$ cat config.mk
export PLATFORM = sky130hd
export DESIGN_NAME = client_pkt_arbiter
export DESIGN_NICKNAME = d
export VERILOG_FILES = /design/src/rtl/client_pkt_arbiter_pkg.sv /design/src/rtl/client_pkt_arbiter_picker.sv /design/src/rtl/client_pkt_arbiter.sv
export SDC_FILE = /design/constraint.sdc
export NUM_CORES = 1
export LEC_CHECK = 0
export CORE_AREA = 2 2 183 185
export DETAILED_ROUTE_END_ITERATION = 6
export DIE_AREA = 0 0 185 187
export MAX_ROUTING_LAYER = met4
export PLACE_DENSITY = 0.51
export SYNTH_ARGS = -nofsm -noshare
export SYNTH_HDL_FRONTEND = slang
export SYNTH_SLANG_ARGS = --single-unit
$ cat constraint.sdc
create_clock -name clk -period 12.65 [get_ports clk]
set_clock_uncertainty 0.15 [all_clocks]
set_input_delay 3.795 -clock clk [delete_from_list [all_inputs] [get_ports clk]]
set_output_delay 3.795 -clock clk [all_outputs]
set_load 0.1 [all_outputs]
$ cat src/rtl/client_pkt_arbiter_pkg.sv
// Shared types and helpers for the packet-granular client arbiter.
//   arb_state_e : arbiter FSM states (idle / locked to one packet owner)
//   beat_t      : one client beat at the default bundle widths
//   rr_next     : round-robin grant search used by rr_priority_picker
package client_arb_pkg;

  localparam int MAX_CLIENTS = 8;
  localparam int BEAT_DATA_W = 64;
  localparam int BEAT_KEEP_W = BEAT_DATA_W / 8;
  localparam int BEAT_USER_W = 16;

  typedef enum logic {
    ARB_IDLE = 1'b0,
    ARB_LOCK = 1'b1
  } arb_state_e;

  typedef struct packed {
    logic [BEAT_DATA_W-1:0] data;
    logic [BEAT_KEEP_W-1:0] keep;
    logic [BEAT_USER_W-1:0] user;
    logic                   sop;
    logic                   eop;
  } beat_t;

  // Returns the first requester at or after ptr, scanning upward with wrap
  // over n clients. With no request set the pointer itself comes back; the
  // caller qualifies the result with its own any-request flag.
  function automatic int rr_next(input logic [MAX_CLIENTS-1:0] req,
                                 input int ptr, input int n);
    int   grant;
    int   pos;
    logic found;
    grant = ptr;
    found = 1'b0;
    for (int i = 0; i < MAX_CLIENTS; i++) begin
      // ptr < n and i < n, so a single subtraction is enough to wrap.
      pos = ptr + i;
      if (pos >= n) pos = pos - n;
      if (i < n && !found && ((req >> pos) & MAX_CLIENTS'(1)) != '0) begin
        grant = pos;
        found = 1'b1;
      end
    end
    return grant;
  endfunction

endpackage

$ cat src/rtl/client_pkt_arbiter_picker.sv
// rr_priority_picker: combinational round-robin picker.
//   req_i   : request vector, one bit per client
//   ptr_i   : index that has highest priority this cycle
//   valid_o : at least one request present
//   idx_o   : first requesting index at or after ptr_i (with wrap)
module rr_priority_picker
  import client_arb_pkg::*;
#(
  parameter int N = 4,
  parameter int W = (N > 1) ? $clog2(N) : 1
) (
  input  logic [N-1:0] req_i,
  input  logic [W-1:0] ptr_i,
  output logic         valid_o,
  output logic [W-1:0] idx_o
);

  assign valid_o = |req_i;
  assign idx_o   = W'(rr_next(MAX_CLIENTS'(req_i), int'(ptr_i), N));

endmodule

$ cat src/rtl/client_pkt_arbiter.sv
// client_pkt_arbiter: merges N client beat streams into one registered
// stream, granting whole packets round-robin and never interleaving them.
//   clk / rst_n            : clock, asynchronous active-low reset
//   in_data/keep/user      : per-client beat payload
//   in_valid/sop/eop       : per-client beat qualifiers
//   in_ready               : per-client accept (combinational)
//   out_*                  : registered merged beat, out_src = producing client
//   out_ready              : downstream accept
//   err_orphan             : per-client pulse when a stray non-sop beat is dropped
//   err_nested             : pulse when the lock owner sends sop mid-packet
//   dbg_state_o/dbg_rr_ptr_o : FSM state (1 = locked) and round-robin pointer
// Handshake: a beat transfers in any cycle where valid and ready are both 1;
// a producer holds valid and payload stable until that cycle, and ready may
// depend on valid only through the orphan/grant rules below.
module client_pkt_arbiter
  import client_arb_pkg::*;
#(
  parameter int N_CLIENTS = 4,
  parameter int IF_W      = 64,
  parameter int TUSER_W   = 16,
  parameter int SRC_W     = $clog2(N_CLIENTS)
) (
  input  logic                                 clk,
  input  logic                                 rst_n,
  input  logic [N_CLIENTS-1:0][IF_W-1:0]       in_data,
  input  logic [N_CLIENTS-1:0][IF_W/8-1:0]     in_keep,
  input  logic [N_CLIENTS-1:0][TUSER_W-1:0]    in_user,
  input  logic [N_CLIENTS-1:0]                 in_valid,
  input  logic [N_CLIENTS-1:0]                 in_sop,
  input  logic [N_CLIENTS-1:0]                 in_eop,
  output logic [N_CLIENTS-1:0]                 in_ready,
  output logic [IF_W-1:0]                      out_data,
  output logic [IF_W/8-1:0]                    out_keep,
  output logic [TUSER_W-1:0]                   out_user,
  output logic                                 out_valid,
  output logic                                 out_sop,
  output logic                                 out_eop,
  output logic [SRC_W-1:0]                     out_src,
  input  logic                                 out_ready,
  output logic [N_CLIENTS-1:0]                 err_orphan,
  output logic                                 err_nested,
  output logic                                 dbg_state_o,
  output logic [SRC_W-1:0]                     dbg_rr_ptr_o
);

  arb_state_e           state_q;
  logic [SRC_W-1:0]     owner_q;
  logic [SRC_W-1:0]     rr_ptr_q;
  logic [SRC_W-1:0]     rr_ptr_d;
  logic                 out_valid_q;
  logic [IF_W-1:0]      out_data_q;
  logic [IF_W/8-1:0]    out_keep_q;
  logic [TUSER_W-1:0]   out_user_q;
  logic                 out_sop_q;
  logic                 out_eop_q;
  logic [SRC_W-1:0]     out_src_q;

  logic                 slot_free;
  logic                 is_lock;
  logic                 pick_valid;
  logic [SRC_W-1:0]     pick_idx;
  logic [SRC_W-1:0]     sel_idx;
  logic                 take;
  logic [N_CLIENTS-1:0] owner_hot;
  logic [N_CLIENTS-1:0] grant_hot;
  logic [N_CLIENTS-1:0] orphan;

  assign slot_free = !out_valid_q || out_ready;
  assign is_lock   = (state_q == ARB_LOCK);

  // Only sop beats compete for a new grant.
  rr_priority_picker #(
    .N (N_CLIENTS),
    .W (SRC_W)
  ) u_picker (
    .req_i   (in_valid & in_sop),
    .ptr_i   (rr_ptr_q),
    .valid_o (pick_valid),
    .idx_o   (pick_idx)
  );

  assign sel_idx  = is_lock ? owner_q : pick_idx;
  assign take     = slot_free && (is_lock ? in_valid[owner_q] : pick_valid);
  assign rr_ptr_d = (sel_idx == SRC_W'(N_CLIENTS - 1)) ? '0 : sel_idx + SRC_W'(1);

  always_comb begin
    owner_hot = '0;
    grant_hot = '0;
    for (int c = 0; c < N_CLIENTS; c++) begin
      if (is_lock && owner_q == SRC_W'(c)) owner_hot[c] = 1'b1;
      if (!is_lock && pick_valid && pick_idx == SRC_W'(c)) grant_hot[c] = 1'b1;
    end
  end

  // A non-sop beat from anyone but the lock owner can never be part of a
  // granted packet, so it is swallowed at once regardless of the output slot.
  assign orphan     = in_valid & ~in_sop & ~owner_hot;
  assign in_ready   = orphan | ({N_CLIENTS{slot_free}} & (owner_hot | grant_hot));
  assign err_orphan = orphan;
  assign err_nested = take && is_lock && in_sop[owner_q];

  always_ff @(posedge clk or negedge rst_n) begin
    if (!rst_n) begin
      state_q     <= ARB_IDLE;
      owner_q     <= '0;
      rr_ptr_q    <= '0;
      out_valid_q <= 1'b0;
      out_data_q  <= '0;
      out_keep_q  <= '0;
      out_user_q  <= '0;
      out_sop_q   <= 1'b0;
      out_eop_q   <= 1'b0;
      out_src_q   <= '0;
    end else begin
      // The output register only changes when its current beat has left.
      if (slot_free) begin
        out_valid_q <= take;
        if (take) begin
          out_data_q <= in_data[sel_idx];
          out_keep_q <= in_keep[sel_idx];
          out_user_q <= in_user[sel_idx];
          out_sop_q  <= in_sop[sel_idx];
          out_eop_q  <= in_eop[sel_idx];
          out_src_q  <= sel_idx;
        end
      end
      if (take) begin
        if (in_eop[sel_idx]) begin
          state_q  <= ARB_IDLE;
          rr_ptr_q <= rr_ptr_d;
        end else if (!is_lock) begin
          state_q <= ARB_LOCK;
          owner_q <= sel_idx;
        end
      end
    end
  end

  assign out_valid    = out_valid_q;
  assign out_data     = out_data_q;
  assign out_keep     = out_keep_q;
  assign out_user     = out_user_q;
  assign out_sop      = out_sop_q;
  assign out_eop      = out_eop_q;
  assign out_src      = out_src_q;
  assign dbg_state_o  = state_q;
  assign dbg_rr_ptr_o = rr_ptr_q;

endmodule

Word level (Yosys, flattened, before mapping)
Cells that the tools add are included.
{ "classes": {"div": 0, "bitwise_logic": 10, "n_eq_ne": 7, "magnitude_cmp": 6, "n_addsub": 8, "mul": 0, "mux": 37, "n_reduce_logical": 27, "shift": 4} }
{ "ops": {"columns": ["op", "n"], "rows": [
  ["$bmux W64 S2", 1],
  ["$mux W32", 4],
  ["$shr A4 B32 Y1", 4],
  ["$ge A32 B4 Y1 const B", 3],
  ["$sub A32 B4 Y32 const B", 3],
  ["$mux W64", 1],
  ["$bmux W16 S2", 1],
  ["$mux W1", 17],
  ["$and A4 B4 Y4", 4],
  ["$bmux W8 S2", 1],
  ["$mux W16", 1],
  ["$logic_and A1 B1 Y1", 15],
  ["$mux W2", 6],
  ["$eq A2 B2 Y1 const B", 5],
  ["$bmux W1 S2", 4],
  ["$mux W8", 1],
  ["$not A4 Y4", 2],
  ["$or A4 B4 Y4", 2],
  ["$add A2 B2 Y3 const B", 2],
  ["$lt A2 B3 Y1 const B", 2],
  ["$logic_not A1 Y1", 5],
  ["$eq A2 B1 Y1 const B", 2],
  ["$logic_not A2 Y1", 2],
  ["$reduce_and A2 Y1", 2],
  ["8 further kinds", 9]
]} }
{ "totals": {"out_inout_bits": 105, "mem_count": 0, "latchBits": 0, "ramBits": 0, "inputBits": 367, "rom_bits": 0, "ff_bits": 98} }

Longest topological paths before layout
Gate-level depths: netlist of the first run.
{ "depth": {"word_depth": 19, "ltp_mapped": 17, "ltp_nobuf": 12} }

Cells and area by module
From an unflattened synthesis of the first run, not the netlist that was laid out.
{ "unflattened": {"cells_unflattened": 409, "hier_area_um2": 6690.2} }
{ "modules_own_cells": {"columns": ["mod", "n_inst", "seq_area_each_um2", "cells_each", "area_each_um2"], "rows": [
  ["client_pkt_arbiter", 1, 2452.4, 361, 6327.3],
  ["rr_priority_picker", 1, 0.0, 48, 362.8]
]} }

Least setup slack after synthesis of the first run
Ideal clock, no wire load.
{ "synth_timing": {"path_kind": "input port to output port", "startpoint": "input port in_sop[0]", "endpoint": "output port in_ready[0]", "required_ps": 8705, "t_arrival_ps": 7047, "path_stages": 2, "slack_ps": 1658, "path_buffers": 0, "path_cell_list": "nor3b_1 -> o21bai_1"} }
{ "synth_via": {"elab_chain_cells": 18, "word_cells_on_any_way": 29} }
{ "synth_rtl": {"columns": ["item", "line", "source"], "rows": [
  ["start: declaration", "client_pkt_arbiter.sv:29", "input logic [N_CLIENTS-1:0] in_sop,"],
  ["$and A4 B4 Y4", "client_pkt_arbiter.sv:76", ".req_i (in_valid & in_sop),"],
  ["$shr A4 B32 Y1", "client_pkt_arbiter_pkg.sv:39", "if (i < n && !found && ((req >> pos) & MAX_CLIENTS'(1)) != '0) begin"],
  ["$mux W1", "client_pkt_arbiter_pkg.sv:39", null],
  ["$logic_not A1 Y1", "client_pkt_arbiter_pkg.sv:39", null],
  ["$logic_and A1 B1 Y1", "client_pkt_arbiter_pkg.sv:39", null],
  ["$mux W1", "client_pkt_arbiter_pkg.sv:39", null],
  ["$logic_not A1 Y1", "client_pkt_arbiter_pkg.sv:39", null],
  ["$logic_and A1 B1 Y1", "client_pkt_arbiter_pkg.sv:39", null],
  ["[2 not listed]", null, null],
  ["$logic_and A1 B1 Y1", "client_pkt_arbiter_pkg.sv:39", null],
  ["$mux W2", "client_pkt_arbiter_pkg.sv:39", null],
  ["$logic_not A2 Y1", "client_pkt_arbiter.sv:91", "if (!is_lock && pick_valid && pick_idx == SRC_W'(c)) grant_hot[c] = 1'b1;"],
  ["$logic_and A1 B1 Y1", "client_pkt_arbiter.sv:91", null],
  ["$mux W1", "client_pkt_arbiter.sv:91", null],
  ["$or A4 B4 Y4", "client_pkt_arbiter.sv:98", "assign in_ready = orphan | ({N_CLIENTS{slot_free}} & (owner_hot | grant_hot));"],
  ["$and A4 B4 Y4", "client_pkt_arbiter.sv:98", null],
  ["$or A4 B4 Y4 *", "client_pkt_arbiter.sv:98", null],
  ["end: declaration", "client_pkt_arbiter.sv:31", "output logic [N_CLIENTS-1:0] in_ready,"]
]} }
Every way passes the cells marked *; elsewhere a longest branch is shown, timed or not.

Final worst setup path of the first run
{ "layout_timing": {"startpoint": "input port in_sop[3]", "endpoint": "output port in_ready[3]"} }
{ "layout_via": {"elab_chain_cells": 18, "word_cells_on_any_way": 29} }
{ "layout_rtl": {"columns": ["item", "line"], "rows": [
  ["$and A4 B4 Y4", "client_pkt_arbiter.sv:76"],
  ["$shr A4 B32 Y1", "client_pkt_arbiter_pkg.sv:39"],
  ["$mux W1", "client_pkt_arbiter_pkg.sv:39"],
  ["$logic_not A1 Y1", "client_pkt_arbiter_pkg.sv:39"],
  ["$logic_and A1 B1 Y1", "client_pkt_arbiter_pkg.sv:39"],
  ["$mux W1", "client_pkt_arbiter_pkg.sv:39"],
  ["$logic_not A1 Y1", "client_pkt_arbiter_pkg.sv:39"],
  ["$logic_and A1 B1 Y1", "client_pkt_arbiter_pkg.sv:39"],
  ["[2 not listed]", null],
  ["$logic_and A1 B1 Y1", "client_pkt_arbiter_pkg.sv:39"],
  ["$mux W2", "client_pkt_arbiter_pkg.sv:39"],
  ["$eq A2 B2 Y1", "client_pkt_arbiter.sv:91"],
  ["$logic_and A1 B1 Y1", "client_pkt_arbiter.sv:91"],
  ["$mux W1", "client_pkt_arbiter.sv:91"],
  ["$or A4 B4 Y4", "client_pkt_arbiter.sv:98"],
  ["$and A4 B4 Y4", "client_pkt_arbiter.sv:98"],
  ["$or A4 B4 Y4 *", "client_pkt_arbiter.sv:98"]
]} }
Marks and branches as above.

==> impl_metrics.tcl, run 1 <==
set metrics [dict create \
    outcome "complete, no violations" \
    die_width_um 185 \
    synth_warnings 0 \
    synth_area_leaders "dfrtp_1 35%, o211a_1 13%, a311oi_1 11%" \
    cp_slowest_stage_delay_ps 1180 \
    synthCells 837 \
    die_y_um 187 \
    drtIter0Drc 442 \
    crit_path_max_fanout 6 \
    ys_ff_latch 98 \
    viasPerCell 5.00 \
    drt-wirelength-per-cell_um 21.6 \
    multiInputGateArea_um2 4210 \
    fin_crit_ps 11320 \
    slowest_stage "clkdlybuf4s50_1" \
    worst_slew_pin_slew_ps 1110 \
    track_usage 0.209 \
    crit_chain "clkdlybuf4s50_1, nand2_1, or4b_1, o211ai_1, and2_1, o21ai_0, inv_1, a32oi_1, o21bai_1, clkdlybuf4s50_1" \
    grt-ovfl-total 0 \
    vias 8481 \
    cp_top_family "buffers and inverters" \
    grt_pass1_wl_um 53800 \
    clock_sinks 98 \
    synth_xor_area_frac 0.00464 \
    synth_nets 1208 \
    timing.setup.tns_ps 0 \
    endpoint_kind "output port" \
    ys_types 49 \
    crit_arrival_ps 7370 \
    io_buffer_count 471 \
    drc 0 \
    crit_type "in -> out" \
    row_count 67 \
    postSynthAreaPerCell_um2 8.38 \
    drv_cap 0 \
    muxShareOfSynthArea 0.0264 \
    mostFrequentLayoutCell "clkdlybuf4s50_1" \
    clk_latency_ps 350 \
    dieArea_um2 34600 \
    finalSetupViolCount 0 \
    start_util 0.213 \
    worstHoldPathType "reg -> reg" \
    cts_root_buf "clkbuf_16" \
    relSlewSlack 0.261 \
    synth_top_cell_area_share 0.350 \
    final_max_slew_viol_count 0 \
    synth_simple_gate_area_frac 0.179 \
    yosysSeqAreaShare 0.350 \
    core_um2 32900 \
    rsz0062_at_grt "no" \
    ys_dominant_reg_cell "dfrtp_1" \
    areaGrowthSynthToFinish_pct 75.8 \
    synth_fa_ha_area_frac 0.00856 \
    period_share 0.895 \
    ctsResizeCount 0 \
    crit_path_start_kind "primary input" \
    grt_pass1_vias 8647 \
    drive_above_1_share 0.0401 \
    crit_buf_inv 3 \
    layout_common_cells "468 x clkdlybuf4s50_1, 191 x nand2_1, 98 x nor2_1" \
    place.gp.congestion 0.827 \
    cts.path.max_buffers 2 \
    clock.fmax_ghz 0.0884 \
    hold_viol_final 0 \
    final-seq-area_um2 2460 \
    post-cts-setup-buffers 0 \
    holdBufCountCts 0 \
    htreeDepth 3 \
    hpwl_um 25800 \
    num-fill-cells 3482 \
    synth_top_area_cell "dfrtp_1" \
    first_pass_iters 5 \
    antenna_found_initial 1 \
    cts_made_buffers 9 \
    fin_nets 1612 \
    cts.reportedPaths.clkPinSlew_ps 70 \
    grt_max_degree 96 \
    async_flop_share 1.00 \
    synth_top_family_by_area "compound AO/OA/AOI/OAI gates" \
    routed_wl_um 36600 \
    synth_compound_area_frac 0.374 \
    cpMostUsedCell "clkdlybuf4s50_1" \
    syn_area_um2 7010 \
    ant_nets 0 \
    ios 472 \
    tritoncts "yes" \
    synth_edf_count 0 \
    required_ps 8700 \
]
## synthesized netlist by cell type (2+ instances only)
cell / number
mux2_2: 5
and2_1: 3
o31ai_1: 2
a311o_1: 2
nor2_1: 99
a311oi_1: 89
mux2i_1: 5
buf_4: 4
and3_1: 3
ha_1: 4
a21oi_1: 7
a211oi_1: 89
nand3_1: 7
o211ai_1: 2
o22ai_1: 4
o22a_1: 2
o21ai_0: 3
nand2b_1: 3
inv_1: 5
mux4_2: 3
clkbuf_1: 65
o211a_1: 89
o21bai_1: 4
xnor2_2: 2
nand2_1: 192
nor3b_1: 3
dfrtp_1: 98
buf_2: 22
## cell type report
class                      count  share of cell area
multi-input combinational    641               0.341
tap                          448              0.0455
antenna                        1            0.000203
clock inverter                 3             0.00122
clock buffer                  13              0.0203
sequential                    98               0.199
timing repair buffer         484               0.390
inverter                       7             0.00254
## stage by stage
stage                util  setup WS (ps)  cells  hold slack (ps)  instance area, µm²
global route        0.375           1120   1695              412               12300
detailed placement  0.367           1380   1678              354               12100
global placement    0.367           1410   1678              337               12100
floorplan               -           1660    837              588                7010
CTS                 0.375           1360   1694              369               12300
finish              0.375           1330   1695              361               12300
## worst min-delay path: stages (launching register included)
cell,delay (ps)
dfrtp_1,340
nor2_1,50
nor2_1,80
## metal layers
layer	GRT usage	part of all wire	vias up
li1	-	-	3979
met1	0.260	0.42	4116
met2	0.348	0.49	361
met3	0.0424	0.071	25
met4	0.0513	0.017	0
met5	-	0	-
## sequential cells by signal (all words and copies together), names as in the netlist
name          count
owner_q           2
out_src           2
out_sop           1
dbg_rr_ptr_o      2
out_user         16
out_eop           1
out_valid         1
out_keep          8
out_data         64
dbg_state_o       1
## kinds of logic (layout without fill, tap and decap cells)
logic type,count (synthesis),in the layout
multiplexers,14,14
flip-flops,98,98
other,0,1
XOR/XNOR,2,2
AND/OR/NAND/NOR,316,316
adder cells (fa/ha/maj),5,5
AO/OA/AOI/OAI,304,304
buffers and inverters,98,507
## path summary, 6_finish.rpt
path,slack [ps],to,cells after the start,startpoint
min in group asynchronous,3300,out_data[31]$_DFFE_PN0P_,1,rst_n
min,360,out_src[1]$_DFFE_PN0P_,2,out_src[1]$_DFFE_PN0P_
max in group asynchronous,7690,out_data[26]$_DFFE_PN0P_,2,rst_n
max reg2reg,7360,out_data[38]$_DFFE_PN0P_,10,dbg_rr_ptr_o[0]$_DFFE_PN0P_
min reg2reg,360,out_src[1]$_DFFE_PN0P_,2,out_src[1]$_DFFE_PN0P_
max,1330,in_ready[3],10,in_sop[3]
Power of run 1 is left out: the tool's default activity adds up to more than one toggle a clock period on the data nets, which glitch-free logic cannot reach.
==> inputs of run 2 (changes only) <==
- CELL_PAD_IN_SITES_DETAIL_PLACEMENT: unset -> 1
- CELL_PAD_IN_SITES_GLOBAL_PLACEMENT: unset -> 1
- CORE_AREA: 2 2 183 185 -> 2 2 185 187
- DIE_AREA: 0 0 185 187 -> 0 0 187 189
- PLACE_DENSITY: 0.51 -> 0.69
==> run 2 against run 1 <==
Via count is 1.1% higher; die area is 2.2% higher; sequential share of layout area hardly changed; design area is 0.20% higher; largest cell class unchanged; sequential cell count stayed put; count of clock-buffer cells in the layout is 2 lower; fmax is 0.23% lower; highest routed layer unchanged; global-route usage is 0.67 points higher.
==> impl_metrics.tcl, run 2 (synthesized netlist as in run 1, its figures left out) <==
set metrics [dict create \
    first_pass_iters 5 \
    clock_sinks 98 \
    io_buffer_count 471 \
    cts_made_buffers 9 \
    met3_usage 0.0400 \
    outcome "complete, no violations" \
    cts.path.max_buffers 2 \
    drive_above_1_share 0.0401 \
    holdPathEnd "out_src[1]$_DFFE_PN0P_" \
    antenna_found_initial 2 \
    busiest_layer "met2" \
    mostFrequentLayoutCell "clkdlybuf4s50_1" \
    cp_slowest_stage_delay_ps 1150 \
    cts.reportedPaths.clkPinSlew_ps 80 \
    ios 472 \
    die_width_um 187 \
    hpwl_um 27300 \
    layout_common_cells "470 x clkdlybuf4s50_1, 191 x nand2_1, 98 x nor2_1" \
    core_um2 33300 \
    drc 0 \
    worstRegToRegCells 11 \
    rsz0062_at_grt "no" \
    htreeDepth 3 \
    ctsResizeCount 0 \
    die_y_um 189 \
    viasPerCell 5.05 \
    worstHoldPathType "reg -> reg" \
    drt-wirelength-per-cell_um 22.6 \
    routed_wl_um 38400 \
    clk_latency_ps 350 \
    crit_arrival_ps 7400 \
    fin_nets 1612 \
    grt-ovfl-total 0 \
    start_util 0.211 \
    grt_pass1_wl_um 57000 \
    min_from "out_src[1]$_DFFE_PN0P_" \
    period_share 0.897 \
    grt_max_degree 94 \
    endpoint_kind "output port" \
    worst_slew_pin_slew_ps 1100 \
    vias 8576 \
    fin_crit_ps 11340 \
    tritoncts "yes" \
    cts_root_buf "clkbuf_16" \
    crit_path_max_fanout 5 \
    slowest_stage "clkdlybuf4s50_1" \
    r2r_start "dbg_rr_ptr_o[0]$_DFFE_PN0P_" \
    drv_cap 0 \
    finalSetupViolCount 0 \
    crit_type "in -> out" \
    ant_nets 0 \
    relSlewSlack 0.264 \
    rrSetupSlack_ps 7190 \
    reg2reg_to "out_data[4]$_DFFE_PN0P_" \
    timing.setup.tns_ps 0 \
    largest_register_ffs 64 \
    crit_path_start_kind "primary input" \
    post-cts-setup-buffers 0 \
    hold-path-cell-count 2 \
    dieArea_um2 35300 \
    drtIter0Drc 406 \
    clock.fmax_ghz 0.0882 \
    track_usage 0.216 \
    row_count 67 \
    holdBufCountCts 0 \
    use_met1 0.265 \
    areaGrowthSynthToFinish_pct 76.1 \
    required_ps 8700 \
    hold_viol_final 0 \
    crit_chain "clkdlybuf4s50_1, nand2_1, o31ai_1, o31ai_1, a2bb2o_1, o21ai_0, a31oi_1, o21bai_1, clkdlybuf4s50_1" \
    final_max_slew_viol_count 0 \
    met2_usage 0.360 \
    grt_pass1_vias 8969 \
    place.gp.congestion 0.875 \
]
run 2: cell count changes in the layout (fill, tap and decap cells not counted):
cell and delta:
buf_4 -2, clkinv_2 -2, clkbuf_1 -2, clkinvlp_4 +2, inv_6 +2, diode_2 +2
clkdlybuf4s50_1 +2
run 2: per-layer routing:
| layer | vias to the layer above | wire length (µm) |
|---|---|---|
| met5 | - | 0 |
| met4 | 0 | 1020 |
| met2 | 316 | 18600 |
| met1 | 4236 | 16700 |
| li1 | 3982 | - |
| met3 | 42 | 2040 |
run 2: layout make-up:
type | instances | area [µm²]
fillers | 3897 | 20900
repair buffers | 484 | 4810
multi-input cells | 641 | 4210
flip-flops and latches | 98 | 2460
well taps | 448 | 561
clock buffers | 11 | 243
clock inverters | 5 | 37.5
inverters | 7 | 31.3
diodes | 3 | 7.51
run 2: worst max-delay path, delay by kind of cell:
kind,cells,cell delay [ps]
AO/OA/AOI/OAI,6,1740
buffers and inverters,2,1700
AND/OR/NAND/NOR,1,160
run 2: per-stage QoR:
step                setup slack, ps   util  area, µm²  cells  hold slack [ps]
global route                   1140  0.371      12400   1696              395
finish                         1310  0.371      12400   1697              363
CTS                            1360  0.371      12300   1694              368
detailed placement             1350  0.363      12100   1678              349
floorplan                      1660      -       7010    837              588
global placement               1460  0.363      12100   1678              333
run 2: worst max path at each step:
stage,start,to,slack [ps],cells past startpoint
2_1_floorplan,in_sop[0],in_ready[0],1660,2
3_3_place_gp,in_sop[3],in_ready[3],1460,10
3_5_place_dp,in_sop[1],in_ready[1],1350,9
4_1_cts,in_sop[1],in_ready[1],1360,9
5_1_grt,in_sop[3],in_ready[3],1140,10
6_report,in_sop[1],in_ready[1],1310,9
Power of run 2 is left out for the same reason.
==> inputs of run 3 (changes only) <==
- clock period: 12.65 -> 14 ns (I/O delays scaled with it)
==> run 3 against run 2 <==
Cell count fell by 0.12%; sequential share of layout area barely moved; worst hold slack improved by 24 ps; via count barely moved; global-route usage fell by 0.094 points; critical path depth did not move; non-clock buffer count fell by 1.
==> impl_metrics.tcl, run 3 (synthesized netlist as in run 1, its figures left out) <==
set metrics [dict create \
    outcome "complete, no violations" \
    final_util 0.371 \
    clock_sinks 98 \
    largest_register_ffs 64 \
    endpoint_kind "output port" \
    crit_path_max_fanout 5 \
    row_count 67 \
    routed_wl_um 38100 \
    cts_root_buf "clkbuf_16" \
    dieArea_um2 35300 \
    slowest_stage "clkdlybuf4s50_1" \
    placed_cell_area_um2 12100 \
    die_y_um 189 \
    met3_usage 0.0487 \
    clock.fmax_ghz 0.0826 \
    use_met1 0.258 \
    antenna_found_initial 1 \
    ant_nets 0 \
    grt_pass1_wl_um 56800 \
    post-cts-setup-buffers 0 \
    cp_slowest_stage_delay_ps 1150 \
    die_width_um 187 \
    final-seq-area_um2 2460 \
    multiInputGateArea_um2 4210 \
    grt_max_degree 104 \
    clk_latency_ps 340 \
    stdcell_area_um2 12300 \
    crit_path_start_kind "primary input" \
    busiest_layer "met2" \
    crit_arrival_ps 7750 \
    place.gp.congestion 0.878 \
    drv_cap 0 \
    grt_pass1_vias 9175 \
    ios 472 \
    holdBufCountCts 0 \
    track_usage 0.215 \
    required_ps 9650 \
    period_share 0.864 \
    io_buffer_count 471 \
    cts.path.max_buffers 2 \
    drt-wirelength-per-cell_um 22.5 \
    final_max_slew_viol_count 0 \
    finalSetupViolCount 0 \
    rsz0062_at_grt "no" \
    cts_made_buffers 9 \
    drive_above_1_share 0.0394 \
    met2_usage 0.350 \
    relSlewSlack 0.194 \
    hpwl_um 27100 \
    crit_chain "clkdlybuf4s50_1, nand2_1, o31ai_1, o31ai_1, a2bb2o_1, o21ai_0, a21oi_1, o21bai_1, clkdlybuf4s50_1" \
    ctsResizeCount 0 \
    hold_viol_final 0 \
    drc 0 \
    layout_common_cells "470 x clkdlybuf4s50_1, 191 x nand2_1, 98 x nor2_1" \
    worst_slew_pin_slew_ps 1210 \
    num-fill-cells 3909 \
    fin_crit_ps 12100 \
    timing.setup.tns_ps 0 \
    cts.reportedPaths.clkPinSlew_ps 70 \
    viasPerCell 5.06 \
    crit_type "in -> out" \
    tritoncts "yes" \
    grt-ovfl-total 0 \
    vias 8580 \
    areaGrowthSynthToFinish_pct 76.0 \
    core_um2 33300 \
    first_pass_iters 4 \
    worstHoldPathType "reg -> reg" \
    drtIter0Drc 378 \
    mostFrequentLayoutCell "clkdlybuf4s50_1" \
    start_util 0.211 \
    fin_nets 1611 \
    rrSetupSlack_ps 8570 \
    htreeDepth 3 \
]
-- run 3: cell types whose count changed in the layout (fill, tap and decap cells not counted) --
cell        change
clkinvlp_4      -1
diode_2         -1
clkinv_4        +2
buf_4           -1
inv_6           -1
-- run 3: worst paths after layout --
check / from / end / cells after the start
worst min register to register: out_src[1]$_DFFE_PN0P_ / out_src[1]$_DFFE_PN0P_ / 2
max in group asynchronous: rst_n / dbg_state_o$_DFFE_PN0P_ / 2
min in group asynchronous: rst_n / out_data[28]$_DFFE_PN0P_ / 1
worst max-delay path: in_sop[1] / in_ready[0] / 9
worst min-delay path: out_src[1]$_DFFE_PN0P_ / out_src[1]$_DFFE_PN0P_ / 2
worst max register to register: dbg_rr_ptr_o[0]$_DFFE_PN0P_ / out_data[4]$_DFFE_PN0P_ / 10
-- run 3: layer usage --
| metal | vias to the layer above | part of all wire |
|---|---|---|
| li1 | 3973 | - |
| met1 | 4198 | 0.43 |
| met2 | 344 | 0.47 |
| met3 | 65 | 0.061 |
| met4 | 0 | 0.040 |
| met5 | - | 0 |
-- run 3: final cells by class --
class	instances	area share
diodes	2	0.000405
clock buffers	11	0.0197
clock inverters	5	0.00314
inverters	7	0.00253
multi-input cells	641	0.341
flip-flops and latches	98	0.199
well taps	448	0.0454
repair buffers	483	0.389
-- run 3: through the flow --
step	setup WS (ps)	cells	hold slack, ps
finish	1900	1695	387
global route	1690	1694	407
CTS	1900	1693	403
detailed placement	1920	1677	391
global placement	1950	1677	330
floorplan	2200	837	588
-- run 3: worst max-delay path, delay by kind of cell --
kind            cells  cell delay, ps
compound gates      6            1690
buf+inv             2            1710
simple gates        1             150
Power of run 3 is left out for the same reason.
